`src/rtl/hp_manager.sv`:
```
// Hit-point tracker for a two-player match: applies damage and streak bonuses when the
// controller enters a result state, and reports depletion status back to the controller.
module hp_manager #(
    parameter int unsigned HP_MAX      = 5,
    parameter int unsigned HPW         = 4,
    parameter int unsigned DMG         = 1,
    parameter int unsigned CRIT_DMG    = 2,
    parameter int unsigned STREAK_CRIT = 3
) (
    input  logic           CLK,
    input  logic           RST,
    input  logic [3:0]     STATE,
    input  logic           NEW_GAME,
    output logic [1:0]     HP_OUT,
    output logic [HPW-1:0] HP_SELF,
    output logic [HPW-1:0] HP_OPP,
    output logic [2:0]     STREAK,
    output logic [3:0]     ROUND,
    output logic [1:0]     HIT,
    output logic           GAME_OVER
);

    localparam logic [3:0] ST_READY    = 4'b0010;
    localparam logic [3:0] ST_QUESTION = 4'b0011;
    localparam logic [3:0] ST_DRAW     = 4'b0110;
    localparam logic [3:0] ST_WRONG    = 4'b0111;
    localparam logic [3:0] ST_GOOD     = 4'b1000;
    localparam logic [3:0] ST_OUCH     = 4'b1001;

    localparam logic [HPW-1:0] L_HP_MAX   = HPW'(HP_MAX);
    localparam logic [HPW-1:0] L_DMG      = HPW'(DMG);
    localparam logic [HPW-1:0] L_CRIT_DMG = HPW'(CRIT_DMG);
    localparam logic [2:0]     L_CRIT_AT  = 3'(STREAK_CRIT);

    logic [3:0]     r_prev_state;
    logic [HPW-1:0] r_hp_self, r_hp_opp;
    logic [2:0]     r_streak;
    logic [3:0]     r_round;
    logic [1:0]     r_hit, r_hp_out;
    logic           r_game_over;

    logic           w_entry, w_reload;
    logic [HPW-1:0] w_self_nxt, w_opp_nxt;
    logic [2:0]     w_streak_nxt, w_streak_inc;
    logic [3:0]     w_round_nxt;
    logic [1:0]     w_hit_nxt, w_hp_out_nxt;

    function automatic logic [HPW-1:0] sat_sub(input logic [HPW-1:0] a,
                                               input logic [HPW-1:0] d);
        return (a > d) ? a - d : '0;
    endfunction

    always_comb begin
        w_entry      = (STATE != r_prev_state);
        w_reload     = (STATE == ST_READY) && NEW_GAME;
        w_streak_inc = (r_streak == 3'd7) ? 3'd7 : r_streak + 3'd1;
        w_self_nxt   = r_hp_self;
        w_opp_nxt    = r_hp_opp;
        w_streak_nxt = r_streak;
        w_round_nxt  = r_round;
        w_hit_nxt    = 2'b00;
        if (w_entry) begin
            // Round counting continues after the match is decided; damage does not.
            if (STATE == ST_QUESTION) begin
                w_round_nxt = r_round + 4'd1;
            end
            if (!r_game_over) begin
                case (STATE)
                    ST_GOOD: begin
                        w_streak_nxt = w_streak_inc;
                        w_opp_nxt    = sat_sub(r_hp_opp,
                                               (w_streak_inc >= L_CRIT_AT) ? L_CRIT_DMG : L_DMG);
                        w_hit_nxt    = 2'b10;
                    end
                    ST_OUCH: begin
                        w_self_nxt   = sat_sub(r_hp_self, L_DMG);
                        w_streak_nxt = 3'd0;
                        w_hit_nxt    = 2'b01;
                    end
                    ST_DRAW: begin
                        w_self_nxt   = sat_sub(r_hp_self, L_DMG);
                        w_opp_nxt    = sat_sub(r_hp_opp, L_DMG);
                        w_streak_nxt = 3'd0;
                        w_hit_nxt    = 2'b11;
                    end
                    ST_WRONG: w_streak_nxt = 3'd0;
                    default: ;
                endcase
            end
        end
        w_hp_out_nxt = {w_self_nxt == '0, w_opp_nxt == '0};
    end

    // Reload shares the reset path; both leave prev_state at READY.
    always_ff @(posedge CLK) begin
        if (!RST || w_reload) begin
            r_prev_state <= ST_READY;
            r_hp_self    <= L_HP_MAX;
            r_hp_opp     <= L_HP_MAX;
            r_streak     <= 3'd0;
            r_round      <= 4'd0;
            r_hit        <= 2'b00;
            r_hp_out     <= 2'b00;
            r_game_over  <= 1'b0;
        end else begin
            r_prev_state <= STATE;
            r_hp_self    <= w_self_nxt;
            r_hp_opp     <= w_opp_nxt;
            r_streak     <= w_streak_nxt;
            r_round      <= w_round_nxt;
            r_hit        <= w_hit_nxt;
            r_hp_out     <= w_hp_out_nxt;
            r_game_over  <= r_game_over | (w_hp_out_nxt != 2'b00);
        end
    end

    assign HP_OUT    = r_hp_out;
    assign HP_SELF   = r_hp_self;
    assign HP_OPP    = r_hp_opp;
    assign STREAK    = r_streak;
    assign ROUND     = r_round;
    assign HIT       = r_hit;
    assign GAME_OVER = r_game_over;

endmodule
```
`config.mk`:
```
export PLATFORM = sky130hd
export DESIGN_NAME = hp_manager
export DESIGN_NICKNAME = d
export VERILOG_FILES = /design/src/rtl/hp_manager.sv
export SDC_FILE = /design/constraint.sdc
export NUM_CORES = 1
export LEC_CHECK = 0
export BUFFER_PORTS_ARGS = -buffer_cell sky130_fd_sc_hd__buf_2
export CORE_ASPECT_RATIO = 0.6
export CORE_MARGIN = 2
export CORE_UTILIZATION = 51
export CTS_BUF_LIST = sky130_fd_sc_hd__clkbuf_8
export CTS_CLUSTER_SIZE = 28
export DETAILED_ROUTE_END_ITERATION = 10
export PLACE_DENSITY = 0.84
export SYNTH_ARGS = -nofsm -noshare
export SYNTH_HDL_FRONTEND = slang
export SYNTH_SLANG_ARGS = --single-unit
export TNS_END_PERCENT = 1
```
`constraint.sdc`:
```
create_clock -name CLK -period 1.9 [get_ports CLK]
set_input_delay 0.38 -clock CLK [delete_from_list [all_inputs] [get_ports CLK]]
set_output_delay 0.38 -clock CLK [all_outputs]
set_load 0.005 [all_outputs]
```
# == Word level (Yosys, flattened, before mapping) ==
# Cells that the tools add are included.
# word_totals
reg_bits,24
inputBits,7
word_cells,53
# classes
n_addsub,5
order_cmp,4
eq_ne,8
muxes,13
bitwise_logic,3
reduce_logical,12
# op_table
operator,n
$mux W4,8
$eq A4 B2 Y1 const B,2
$eq A4 B3 Y1 const B,2
$eq A4 B4 Y1 const B,2
$gt A4 B1 Y1 const B,2
$logic_not A4 Y1,2
$pmux W4 S2,1
$sub A4 B1 Y4 const B,2
$pmux W2 S3,1
$pmux W3 S2,1
$reduce_or A3 Y1,2
$add A4 B1 Y4 const B,1
$gt A4 B2 Y1,1
$ne A4 B4 Y1,1
$reduce_bool A2 Y1,2
$sub A4 B2 Y4,1
$add A3 B1 Y3 const B,1
$eq A3 B3 Y1 const B,1
$ge A3 B2 Y1 const B,1
$mux W3,1
$reduce_and A3 Y1,1
$mux W2,1
$not A1 Y1,2
$reduce_and A2 Y1,1
5 further kinds,5

# == Longest topological paths before layout ==
# Gate-level depths: netlist of run 1.
# logic_depth
word_depth,12
ltp_mapped,10

# == Worst setup path before layout of run 1 ==
# No wires, ideal clock.
# synth_timing
path_type,reg-to-reg
start,register r_streak[2] (netlist: STREAK[2])
end,register r_game_over (netlist: GAME_OVER)
setup_time_ps,115
arrival_ps,1914
setup_slack_ps,-129
stages_incl_launch_ff,9
synth_period_minus_slack_ps,2029
path_cell_list,dfxtp_1 > nor2_1 > ha_1 > inv_1 > maj3_1 > or4_1 > o21ai_1 > a22oi_1 > a31o_1
# synth_via
elab_chain_cells,12
# synth_rtl
element,line_no,rtl
from (decl),37,logic [2:0] r_streak;
from (signal assigned),109,r_streak <= w_streak_nxt;
$add A3 B1 Y3 / $eq A3 B3 Y1 (equally long branches),56,w_streak_inc = (r_streak == 3'd7) ? 3'd7 : r_streak + 3'd1;
$mux W3 (*),56,
$ge A3 B2 Y1 (*),72,(w_streak_inc >= L_CRIT_AT) ? L_CRIT_DMG : L_DMG);
$mux W2 (*),72,
$sub A4 B2 Y4 / $gt A4 B2 Y1 (equally long branches),50,return (a > d) ? a - d : '0;
$mux W4 (*),50,
$pmux W4 S2 (*),68,case (STATE)
$mux W4 (*),67,if (!r_game_over) begin
$mux W4 (*),62,if (w_entry) begin
$logic_not A4 Y1 (*),91,"w_hp_out_nxt = {w_self_nxt == '0, w_opp_nxt == '0};"
$reduce_bool A2 Y1 (*),113,r_game_over <= r_game_over | (w_hp_out_nxt != 2'b00);
$or A1 B1 Y1 (*),113,
to (signal assigned),113,
to (decl),40,logic r_game_over;
# Mark *: on every way between the ends. The rest lies on a longest branch, timed or not.
# A chain may end at the register's enable or synchronous reset.

# == Worst setup path after layout of run 1 ==
# layout_timing
start,register r_streak[1] (netlist: STREAK[1])
end,register r_game_over (netlist: GAME_OVER)
# Same word-level chain as after synthesis.

==> metrics.md, run 1 <==
| Metric | Value |
|---|---|
| Outcome | `finished, violations left` |
| Violated checks | `negative setup slack` |
| Mean area per synthesized cell | `8.84 µm²` |
| Async set-reset flop share out of synthesis | `0` |
| Number of non-filler instances in the completed layout | `249` |
| Number of enable flip-flop cells after synthesis | `0` |
| Final min period | `2.04 ns` |
| Worst Clk Skew | `0.00383 ns` |
| Minimum setup slack among reg-to-reg paths | `-0.14 ns` |
| Post-placement setup slack | `-0.228 ns` |
| Iteration count of the initial detailed-routing pass | `7` |
| Violation count after the first detailed-routing iteration | `156` |
| Endpoint with the worst hold slack | `r_prev_state[1]` |
| Antenna diode count | `0` |
| Syn Nets | `178` |
| Post-Synth Adder-Cell Area | `0.0765` |
| Number of antenna-violating nets in the routed design | `0` |
| Worst Reg2Reg Path Length in Cells | `8` |
| Hold_buf cts | `0` |
| Row cnt | `14` |
| Most used flip-flop cell after synthesis | `dfxtp_1` |
| Actual slew at the worst max-slew pin | `0.484 ns` |
| Xor-xnor portion of the synthesized cell area | `0.0426` |
| Number of cells on the worst hold path | `2` |
| Vertical extent of the die | `45.2 µm` |
| Top cell type's share of synthesized area | `0.334` |
| Max-Cap Viols | `0` |
| Via count of the first global-routing pass | `1478` |
| Compound-Gate Fraction of Synth Area | `0.178` |
| Crit. End Element | `register` |
| CP max stage cell | `or4_4` |
| Buffers on Ports | `26` |
| Total power draw | `1.25 mW` |
| TritonCTS clock tree | `done` |
| Cell taking the most area after synthesis | `dfxtp_1` |
| Synth Cell Area | `1440 µm²` |
| Min-delay src | `STATE[1]` |
| Core area | `2590 µm²` |
| Leftover overflow at the end of global routing | `0` |
| Sum of routed wire length over all layers | `4.29 mm` |
| Clock sink count | `24` |
| Critical Path AT | `2.20 ns` |
| Simple-gate area share of the yosys netlist | `0.283` |
| Initial antenna violation count | `0` |
| Setup repair after global routing missed its margin | `true` |
| Crit path largest cell delay | `0.43 ns` |
| Routability Congestion | `0.892` |
| DPL Wire Length | `2.77 mm` |
| Yosys synthesis warning count | `0` |
| Vias post-DR | `1512` |
| Maximum number of pins on one net before global-route repair | `15` |
| Initial Utilization | `0.556` |
| Clock latency at the later pin of the worst-skew pair | `0.27 ns` |
| Endpoint required time on the critical path | `2.07 ns` |
| Post-Route Hold Slack | `0.353 ns` |
| Number of cells in the design after placement | `242` |
| Wire length of the first global-routing pass | `6.72 mm` |
| Placement Cell Area | `1780 µm²` |
| Layout overhead on the synthesized area | `38.2%` |
| Areal power density over the cells | `627 nW/µm²` |
| I/O Pins | `27` |
| Post-route core utilization | `0.768` |
| Total CTS buffers | `3` |
| Setup CP Type | `register to register` |
| Clk root buf | `clkbuf_8` |
| Post-route cell area | `1990 µm²` |
| Total GRT Usage | `0.271` |
| Worst path top cell family by delay | `simple AND/OR/NAND/NOR gates` |
| Drc violations | `0` |
| Final Worst Setup Slack | `-0.140 ns` |
| Final period util | `1.07` |
| Sequence of cells on the critical path | `nor2_4, ha_4, inv_2, maj3_2, or4_4, o21ai_4, a22oi_2, a31o_1` |
| Die outline width | `72.6 µm` |
| Number of synthesized register bits | `24` |
| Final Hold Vio Count | `0` |
| Setup crit start kind | `register` |
| Highest net fanout along the worst path | `3` |
| Largest voltage drop on the vdd net | `668 µV` |
| Path type of the worst min-delay path | `primary input to register` |
| Endpoint of the lowest-slack register-to-register path | `GAME_OVER` |
| Sequential fraction of the synthesis area | `0.334` |
| Leak | `0.829 nW` |
| Buf+Inv Stages, Crit Path | `1` |
| Maximum number of buffers from clock root to sink | `2` |
| CTS H-Tree Depth | `1` |
| Startpoint of the lowest-slack register-to-register path | `STREAK[1]` |
| Wire per inst | `17.2 µm` |
| Reg clk slew, reported paths | `0.09 ns` |
| Die ar. | `3280 µm²` |
| Highest clock rate | `490 MHz` |
| Biggest area contributors in the synthesized netlist | `dfxtp_1, ha_1, nor2_1` |
| Number of vias per cell | `6.07` |
| Share of synthesized area spent on multiplexers | `0.0278` |
| Distinct cell type count of the synthesized netlist | `56` |
| Fin Setup TNS | `-0.327 ns` |
| Combinational family with the most area after synthesis | `simple AND/OR/NAND/NOR gates` |
| Number of pins exceeding their max-slew limit in the final report | `0` |
| Final layout net count | `233` |
| Endpoints failing setup | `3` |
| Share of layout cells above drive strength 1 | `0.433` |
| Slew Limit Headroom | `0.674` |
| Number of cells produced by synthesis | `163` |
[where the power goes]
part / internal (mW) / switching, mW / leakage (nW) / total [mW]
registers: 0.518 / 0.0143 / 0.197 / 0.532
logic: 0.129 / 0.140 / 0.597 / 0.269
clock network: 0.282 / 0.164 / 0.0357 / 0.446
total: 0.929 / 0.319 / 0.829 / 1.25
[worst register-to-register path: cells and delay by family, from the launching register on]
| kind | cells | cell delay, ns |
|---|---|---|
| AND/OR/NAND/NOR | 2 | 0.58 |
| AO/OA/AOI/OAI | 3 | 0.50 |
| adder cells (fa/ha/maj) | 2 | 0.47 |
| flip-flops | 1 | 0.35 |
| buffers and inverters | 1 | 0.05 |
[worst max path at each step]
stage,slack [ns],end,start,cells after the start
after floorplan,-0.08,GAME_OVER,STREAK[1],8
after global placement,-0.14,GAME_OVER,STATE[2],7
after detailed placement,-0.23,GAME_OVER,STATE[2],7
after CTS,-0.08,GAME_OVER,STREAK[2],8
after global routing,-0.20,GAME_OVER,STREAK[1],8
final,-0.14,GAME_OVER,STREAK[1],8
[placed cells by master (no fill, tap or decap), types with 4 or more instances in the layout]
master,n
nor2_1,17
a21oi_1,6
buf_2,26
xnor2_1,5
inv_1,6
o21ai_0,6
ha_1,6
nand3_1,4
nor3_1,4
nand2_1,11
dfxtp_1,20
buf_4,29
[synthesized netlist by cell type, drive strengths merged (2+ instances only)]
cell	count
o21bai	2
a21oi	7
o22ai	2
dfxtp	24
ha	8
nand4	3
buf	5
nor3	4
nor4	3
inv	9
nor4b	2
nand4b	2
o21ai	7
or3	2
nand2b	2
nand2	12
nand3	4
mux2i	4
or4b	2
xnor2	6
a22oi	2
nor2	21
and2	3
[area by class of cell]
class                      instances  area [µm²]
inverter                           9        36.3
sequential                        24         488
multi-input combinational        124         996
clock buffer                       3        41.3
clock inverter                     1        30.0
fill                             173         602
timing repair buffer              56         359
tap                               32        40.0
[logic make-up (layout without fill, tap and decap cells)]
group           count (synthesis)  after routing
xor+xnor                        7              7
simple gates                   69             69
mux                             4              4
compound gates                 35             35
fa+ha+maj                       9              9
flops                          24             24
buf+inv                        15             69
[flip-flops by register name, indices dropped and copies added (netlist names)]
| name | cells |
|---|---|
| GAME_OVER | 1 |
| HIT | 2 |
| HP_OPP | 4 |
| HP_OUT | 2 |
| HP_SELF | 4 |
| ROUND | 4 |
| STREAK | 3 |
| r_prev_state | 4 |
[routing by layer]
layer	GRT usage	part of all wire
met1	0.316	0.43
met2	0.495	0.47
met5	0	0
met4	0.0889	0.029
met3	0.0714	0.072
[what timing repair did]
action                     in CTS  in global routing
pin swaps                      13                  8
setup buffers                   3                  0
hold endpoints to repair        0                  0
gates resized for setup        15                 11
setup endpoints to repair       4                  8
No activity file was read; power rests on OpenSTA's default activity.
==> run 2, diff against run 1 <==
--- a/config.mk
+++ b/config.mk
@@ -13,6 +13,7 @@
 export CTS_CLUSTER_SIZE = 28
 export DETAILED_ROUTE_END_ITERATION = 10
 export PLACE_DENSITY = 0.84
+export REMOVE_ABC_BUFFERS = 1
 export SYNTH_ARGS = -nofsm -noshare
 export SYNTH_HDL_FRONTEND = slang
 export SYNTH_SLANG_ARGS = --single-unit
==> metrics.md, run 2 (synthesized netlist as in run 1, its figures left out) <==
| Metric | Value |
|---|---|
| Hold_buf cts | `0 (unchanged)` |
| Reg clk slew, reported paths | `0.10 ns (about the same)` |
| Endpoints failing setup | `3 (unchanged)` |
| Final Worst Setup Slack | `-0.154 ns (-0.0142 ns)` |
| Setup crit start kind | `register` |
| Highest signal layer in the routed design | `met4` |
| Cell-internal power | `0.939 mW (+1.0%)` |
| Power share of the clock group | `0.360 (+0.003)` |
| Leftover overflow at the end of global routing | `0 (unchanged)` |
| Total GRT Usage | `0.297 (+0.0257)` |
| Core area | `2590 µm² (unchanged)` |
| Buffers on Ports | `26 (unchanged)` |
| I/O Pins | `27 (unchanged)` |
| Number of pins exceeding their max-slew limit in the final report | `0 (unchanged)` |
| WL met1 | `1.97 mm (+7.8%)` |
| Setup CP Type | `register to register` |
| Register area | `485 µm² (-0.51%)` |
| Fraction of power consumed by sequential logic | `0.417 (-0.010)` |
| Antenna diode count | `0 (unchanged)` |
| Wire length of the first global-routing pass | `7.33 mm (+9.1%)` |
| Wire per inst | `19.8 µm (+15%)` |
| Relative contribution of combinational cells to total power | `0.223 (+0.007)` |
| Violated checks | `negative setup slack` |
| Vertical extent of the die | `45.2 µm (unchanged)` |
| CTS H-Tree Depth | `1 (unchanged)` |
| Sum of routed wire length over all layers | `4.96 mm (+16%)` |
| Number of antenna-violating nets in the routed design | `0 (unchanged)` |
| Max-Cap Viols | `0 (unchanged)` |
| Most used cells in the layout excluding fill and tap cells | `buf_4, buf_2, dfxtp_1` |
| Critical Path AT | `2.23 ns (+0.03 ns)` |
| Die ar. | `3280 µm² (unchanged)` |
| Proportion of total power due to net switching | `0.268 (+0.0131)` |
| DPL Wire Length | `2.99 mm (+7.9%)` |
| Commonest non-fill, non-tap cell in the layout | `buf_4` |
| Path type of the worst min-delay path | `primary input to register` |
| Final layout net count | `235 (+0.86%)` |
| Maximum number of buffers from clock root to sink | `2 (unchanged)` |
| Final period util | `1.08 (+0.00746)` |
| Number of vias per cell | `6.43 (+6.0%)` |
| Row cnt | `14 (unchanged)` |
| Crit. End Element | `register` |
| Initial Utilization | `0.556 (unchanged)` |
| Switching component of the power | `0.344 mW (+8.1%)` |
| Via count of the first global-routing pass | `1537 (+4.0%)` |
| Highest net fanout along the worst path | `5 (+2)` |
| TritonCTS clock tree | `done` |
| Post-route cell area | `1980 µm² (-0.69%)` |
| Maximum number of pins on one net before global-route repair | `15 (unchanged)` |
| Number of fill cells in the layout | `168 (-2.9%)` |
| Initial antenna violation count | `0 (unchanged)` |
| Final Hold Vio Count | `0 (unchanged)` |
| Drc violations | `0 (unchanged)` |
| Post-Route Hold Slack | `0.333 ns (-0.0199 ns)` |
| Areal power density over the cells | `649 nW/µm² (+3.5%)` |
| Layout overhead on the synthesized area | `37.3%` |
| Clk root buf | `clkbuf_8` |
| Leak | `0.845 nW (+1.9%)` |
| Final min period | `2.05 ns (+0.0142 ns)` |
| Multi-input gate area | `962 µm² (-3.4%)` |
| Setup repair after global routing missed its margin | `true` |
| Routability Congestion | `0.913 (+2.4%)` |
| Routed wl met2 | `2.33 mm (+15%)` |
| Clock latency at the later pin of the worst-skew pair | `0.28 ns (about the same)` |
| Die outline width | `72.6 µm (unchanged)` |
| Placement Cell Area | `1760 µm² (-0.91%)` |
| Worst Clk Skew | `0.0103 ns (+0.00646 ns)` |
| Outcome | `finished, violations left` |
| Post-route core utilization | `0.763 (-0.00531)` |
| Vias post-DR | `1615 (+6.8%)` |
| Clock sink count | `24 (unchanged)` |
| Highest clock rate | `487 MHz (-0.69%)` |
| Slew Limit Headroom | `0.670 (-0.00438)` |
| Share of layout cells above drive strength 1 | `0.416 (-0.0177)` |
| Total CTS buffers | `3 (unchanged)` |
| Post-placement setup slack | `-0.312 ns (-0.0839 ns)` |
| Violation count after the first detailed-routing iteration | `204 (+31%)` |
| Detailed-routed wire length on met3 | `495 µm (+61%)` |
| Iteration count of the initial detailed-routing pass | `5 (-2)` |
| Actual slew at the worst max-slew pin | `0.490 ns (+0.00586 ns)` |
| Largest voltage drop on the vdd net | `522 µV (-22%)` |
| Endpoint required time on the critical path | `2.08 ns (about the same)` |
[run 2: worst max-delay path: stages (launching register included)]
cell and delay, ns:
dfxtp_2 0.34, buf_4 0.15, or3b_4 0.40, a311oi_4 0.40, nor4b_4 0.10, o31ai_4 0.28
nor2_2 0.07, a31o_1 0.22
[run 2: cell type report]
class	instances	share of cell area
Sequential cell	24	0.246
Inverter	9	0.0184
Clock buffer	3	0.0209
Timing Repair Buffer	58	0.193
Clock inverter	1	0.0152
Multi-Input combinational cell	124	0.487
Tap cell	32	0.0203
[run 2: through the flow]
step	power, mW	TNS, ns	std cells
floorplan	0.656	-0.620	157
finish	1.28	-0.315	251
detailed placement	0.762	-1.41	242
global placement	0.751	-0.521	242
global route	1.32	-0.474	251
CTS	1.24	-0.222	248
[run 2: repair_timing]
item	4_1_cts	5_1_grt
gates resized for setup	22	8
hold endpoints to repair	0	0
gates cloned	0	0
buffers inserted	2	3
setup endpoints to repair	3	5
pin swaps	11	13
[run 2: path summary, 6_finish.rpt]
kind	cells after the start	slack (ns)	end	startpoint
worst max-delay path	7	-0.15	GAME_OVER	STREAK[2]
worst min-delay path	2	0.33	r_prev_state[1]	RST
worst max register to register	7	-0.15	GAME_OVER	STREAK[2]
worst min register to register	2	0.57	ROUND[3]	ROUND[3]
[run 2: power groups by stage]
stage | Sequential (mW) | Clock [mW] | Combinational, mW
2_1_floorplan | 0.544 | 0 | 0.111
3_5_place_dp | 0.543 | 0 | 0.219
4_1_cts | 0.533 | 0.456 | 0.248
5_1_grt | 0.536 | 0.478 | 0.303
3_3_place_gp | 0.541 | 0 | 0.210
6_report | 0.535 | 0.462 | 0.286
[run 2: metal layers]
layer	vias up	global-route usage
li1	706	-
met1	739	0.368
met2	141	0.489
met3	29	0.0826
met4	0	0.137
met5	-	0
==> run 3, diff against run 2 <==
--- a/config.mk
+++ b/config.mk
@@ -8,11 +8,10 @@
 export BUFFER_PORTS_ARGS = -buffer_cell sky130_fd_sc_hd__buf_2
 export CORE_ASPECT_RATIO = 0.6
 export CORE_MARGIN = 2
-export CORE_UTILIZATION = 51
-export CTS_BUF_LIST = sky130_fd_sc_hd__clkbuf_8
-export CTS_CLUSTER_SIZE = 28
+export CORE_UTILIZATION = 49
+export CTS_CLUSTER_SIZE = 12
 export DETAILED_ROUTE_END_ITERATION = 10
-export PLACE_DENSITY = 0.84
+export PLACE_DENSITY = 0.82
 export REMOVE_ABC_BUFFERS = 1
 export SYNTH_ARGS = -nofsm -noshare
 export SYNTH_HDL_FRONTEND = slang
==> constraint.sdc (replaced) <==
create_clock -name CLK -period 1.8 [get_ports CLK]
set_input_delay 0.36 -clock CLK [delete_from_list [all_inputs] [get_ports CLK]]
set_output_delay 0.36 -clock CLK [all_outputs]
set_load 0.005 [all_outputs]
==> metrics.md, run 3 (synthesized netlist as in run 1, its figures left out) <==
| Metric | Value |
|---|---|
| Outcome | `finished, violations left` |
| Violated checks | `negative setup slack` |
| Final period util | `1.10 (+0.0213)` |
| Max-Cap Viols | `0 (unchanged)` |
| Buffers on Ports | `26 (unchanged)` |
| DPL Wire Length | `2.66 mm (-11%)` |
| Via count of the first global-routing pass | `1293 (-16%)` |
| Post-Route Hold Slack | `0.299 ns (-0.0349 ns)` |
| Die ar. | `3400 µm² (+3.8%)` |
| Vias post-DR | `1423 (-12%)` |
| Wire length of the first global-routing pass | `5.75 mm (-22%)` |
| Slew Limit Headroom | `0.731 (+0.0610)` |
| Endpoints failing setup | `3 (unchanged)` |
| Post-placement setup slack | `-0.357 ns (-0.0454 ns)` |
| Final Worst Setup Slack | `-0.184 ns (-0.0302 ns)` |
| Areal power density over the cells | `673 nW/µm² (+3.6%)` |
| Final Hold Vio Count | `0 (unchanged)` |
| Share of layout cells above drive strength 1 | `0.361 (-0.0548)` |
| Core area | `2830 µm² (+9.3%)` |
| Clock sink count | `24 (unchanged)` |
| Leak | `0.829 nW (-1.9%)` |
| Initial antenna violation count | `0 (unchanged)` |
| Actual slew at the worst max-slew pin | `0.401 ns (-0.0887 ns)` |
| Post-cts sizing count | `5 (-77%)` |
| Vertical extent of the die | `46.0 µm (+1.8%)` |
| TritonCTS clock tree | `done` |
| Endpoint required time on the critical path | `1.97 ns (-0.11 ns)` |
| Final layout net count | `235 (unchanged)` |
| Worst Clk Skew | `0.00234 ns (-0.00795 ns)` |
| Setup CP Type | `register to register` |
| Reg clk slew, reported paths | `0.09 ns (about the same)` |
| Antenna diode count | `0 (unchanged)` |
| Post-route cell area | `1900 µm² (-3.7%)` |
| Drc violations | `0 (unchanged)` |
| I/O Pins | `27 (unchanged)` |
| Number of cells in the design after placement | `257 (+6.2%)` |
| Clk root buf | `clkbuf_8` |
| Sum of routed wire length over all layers | `3.65 mm (-26%)` |
| Routability Congestion | `0.943 (+3.3%)` |
| Setup crit start kind | `register` |
| Maximum number of pins on one net before global-route repair | `15 (unchanged)` |
| Postcts setup bufs | `0 (-2)` |
| Number of pins exceeding their max-slew limit in the final report | `0 (unchanged)` |
| Clock latency at the later pin of the worst-skew pair | `0.27 ns (about the same)` |
| Crit. End Element | `register` |
| Row cnt | `15 (+1)` |
| Final min period | `1.98 ns (-0.0698 ns)` |
| Total GRT Usage | `0.226 (-0.0703)` |
| Wire per inst | `14.0 µm (-29%)` |
| Most used cells in the layout excluding fill and tap cells | `buf_4, buf_2, dfxtp_1` |
| Highest clock rate | `504 MHz (+3.5%)` |
| Leftover overflow at the end of global routing | `0 (unchanged)` |
| Maximum number of buffers from clock root to sink | `2 (unchanged)` |
| Number of non-filler instances in the completed layout | `261 (+4.0%)` |
| Number of antenna-violating nets in the routed design | `0 (unchanged)` |
| Total CTS buffers | `3 (unchanged)` |
| Critical Path AT | `2.16 ns (-0.07 ns)` |
| Highest net fanout along the worst path | `3 (-2)` |
| Iteration count of the initial detailed-routing pass | `5 (unchanged)` |
| Path type of the worst min-delay path | `primary input to register` |
| Violation count after the first detailed-routing iteration | `74 (-64%)` |
| Layout overhead on the synthesized area | `32.1%` |
| Initial Utilization | `0.508 (-0.0473)` |
| Commonest non-fill, non-tap cell in the layout | `buf_4` |
| Hold_buf cts | `0 (unchanged)` |
| Setup repair after global routing missed its margin | `true` |
| Largest voltage drop on the vdd net | `466 µV (-11%)` |
| CTS H-Tree Depth | `1 (unchanged)` |
| Placement Cell Area | `1810 µm² (+2.8%)` |
| Number of vias per cell | `5.45 (-15%)` |
| Die outline width | `74.0 µm (+1.9%)` |
[run 3: cell counts in the layout (fill, tap and decap cells not counted)]
Identical to the previous run, type by type.
[run 3: path summary, 6_finish.rpt]
| path | start | end | slack (ns) | cells past startpoint |
|---|---|---|---|---|
| max reg2reg | STREAK[2] | GAME_OVER | -0.18 | 8 |
| min reg2reg | ROUND[3] | ROUND[3] | 0.52 | 2 |
| max | STREAK[2] | GAME_OVER | -0.18 | 8 |
| min | RST | r_prev_state[1] | 0.30 | 2 |
[run 3: cell type report]
class                      instances  area, µm²
fill                             224        931
tap                               42       52.6
sequential                        24        482
timing repair buffer              58        370
clock buffer                       3       41.3
multi-input combinational        124        893
clock inverter                     1       30.0
inverter                           9       33.8
[run 3: power by group]
part	switching, mW	internal, mW	total, mW
sequential	0.0125	0.547	0.559
combinational	0.122	0.114	0.236
clock	0.187	0.298	0.484
total	0.322	0.958	1.28
[run 3: critical path, cell delays in order (launching register included)]
cell     delay (ns)
dfxtp_1        0.33
nor2_2         0.12
ha_1           0.15
inv_1          0.05
maj3_2         0.31
or4_1          0.43
o21ai_2        0.15
a22oi_2        0.11
a31o_1         0.23
[run 3: routing by layer]
layer	track usage	wire length (µm)	share of wire	vias to the layer above
met2	0.345	1570	0.43	60
met4	0.0945	84	0.023	0
met1	0.306	1750	0.48	643
li1	-	-	-	706
met5	0	0	0	-
met3	0.0597	239	0.065	14
[run 3: through the flow]
stage / utilization / setup TNS (ns) / power (mW)
2_1_floorplan: - / -1.07 / 0.692
3_3_place_gp: 0.640 / -1.46 / 0.791
3_5_place_dp: 0.640 / -1.88 / 0.797
4_1_cts: 0.670 / -0.299 / 1.28
5_1_grt: 0.672 / -0.676 / 1.32
6_report: 0.672 / -0.331 / 1.28
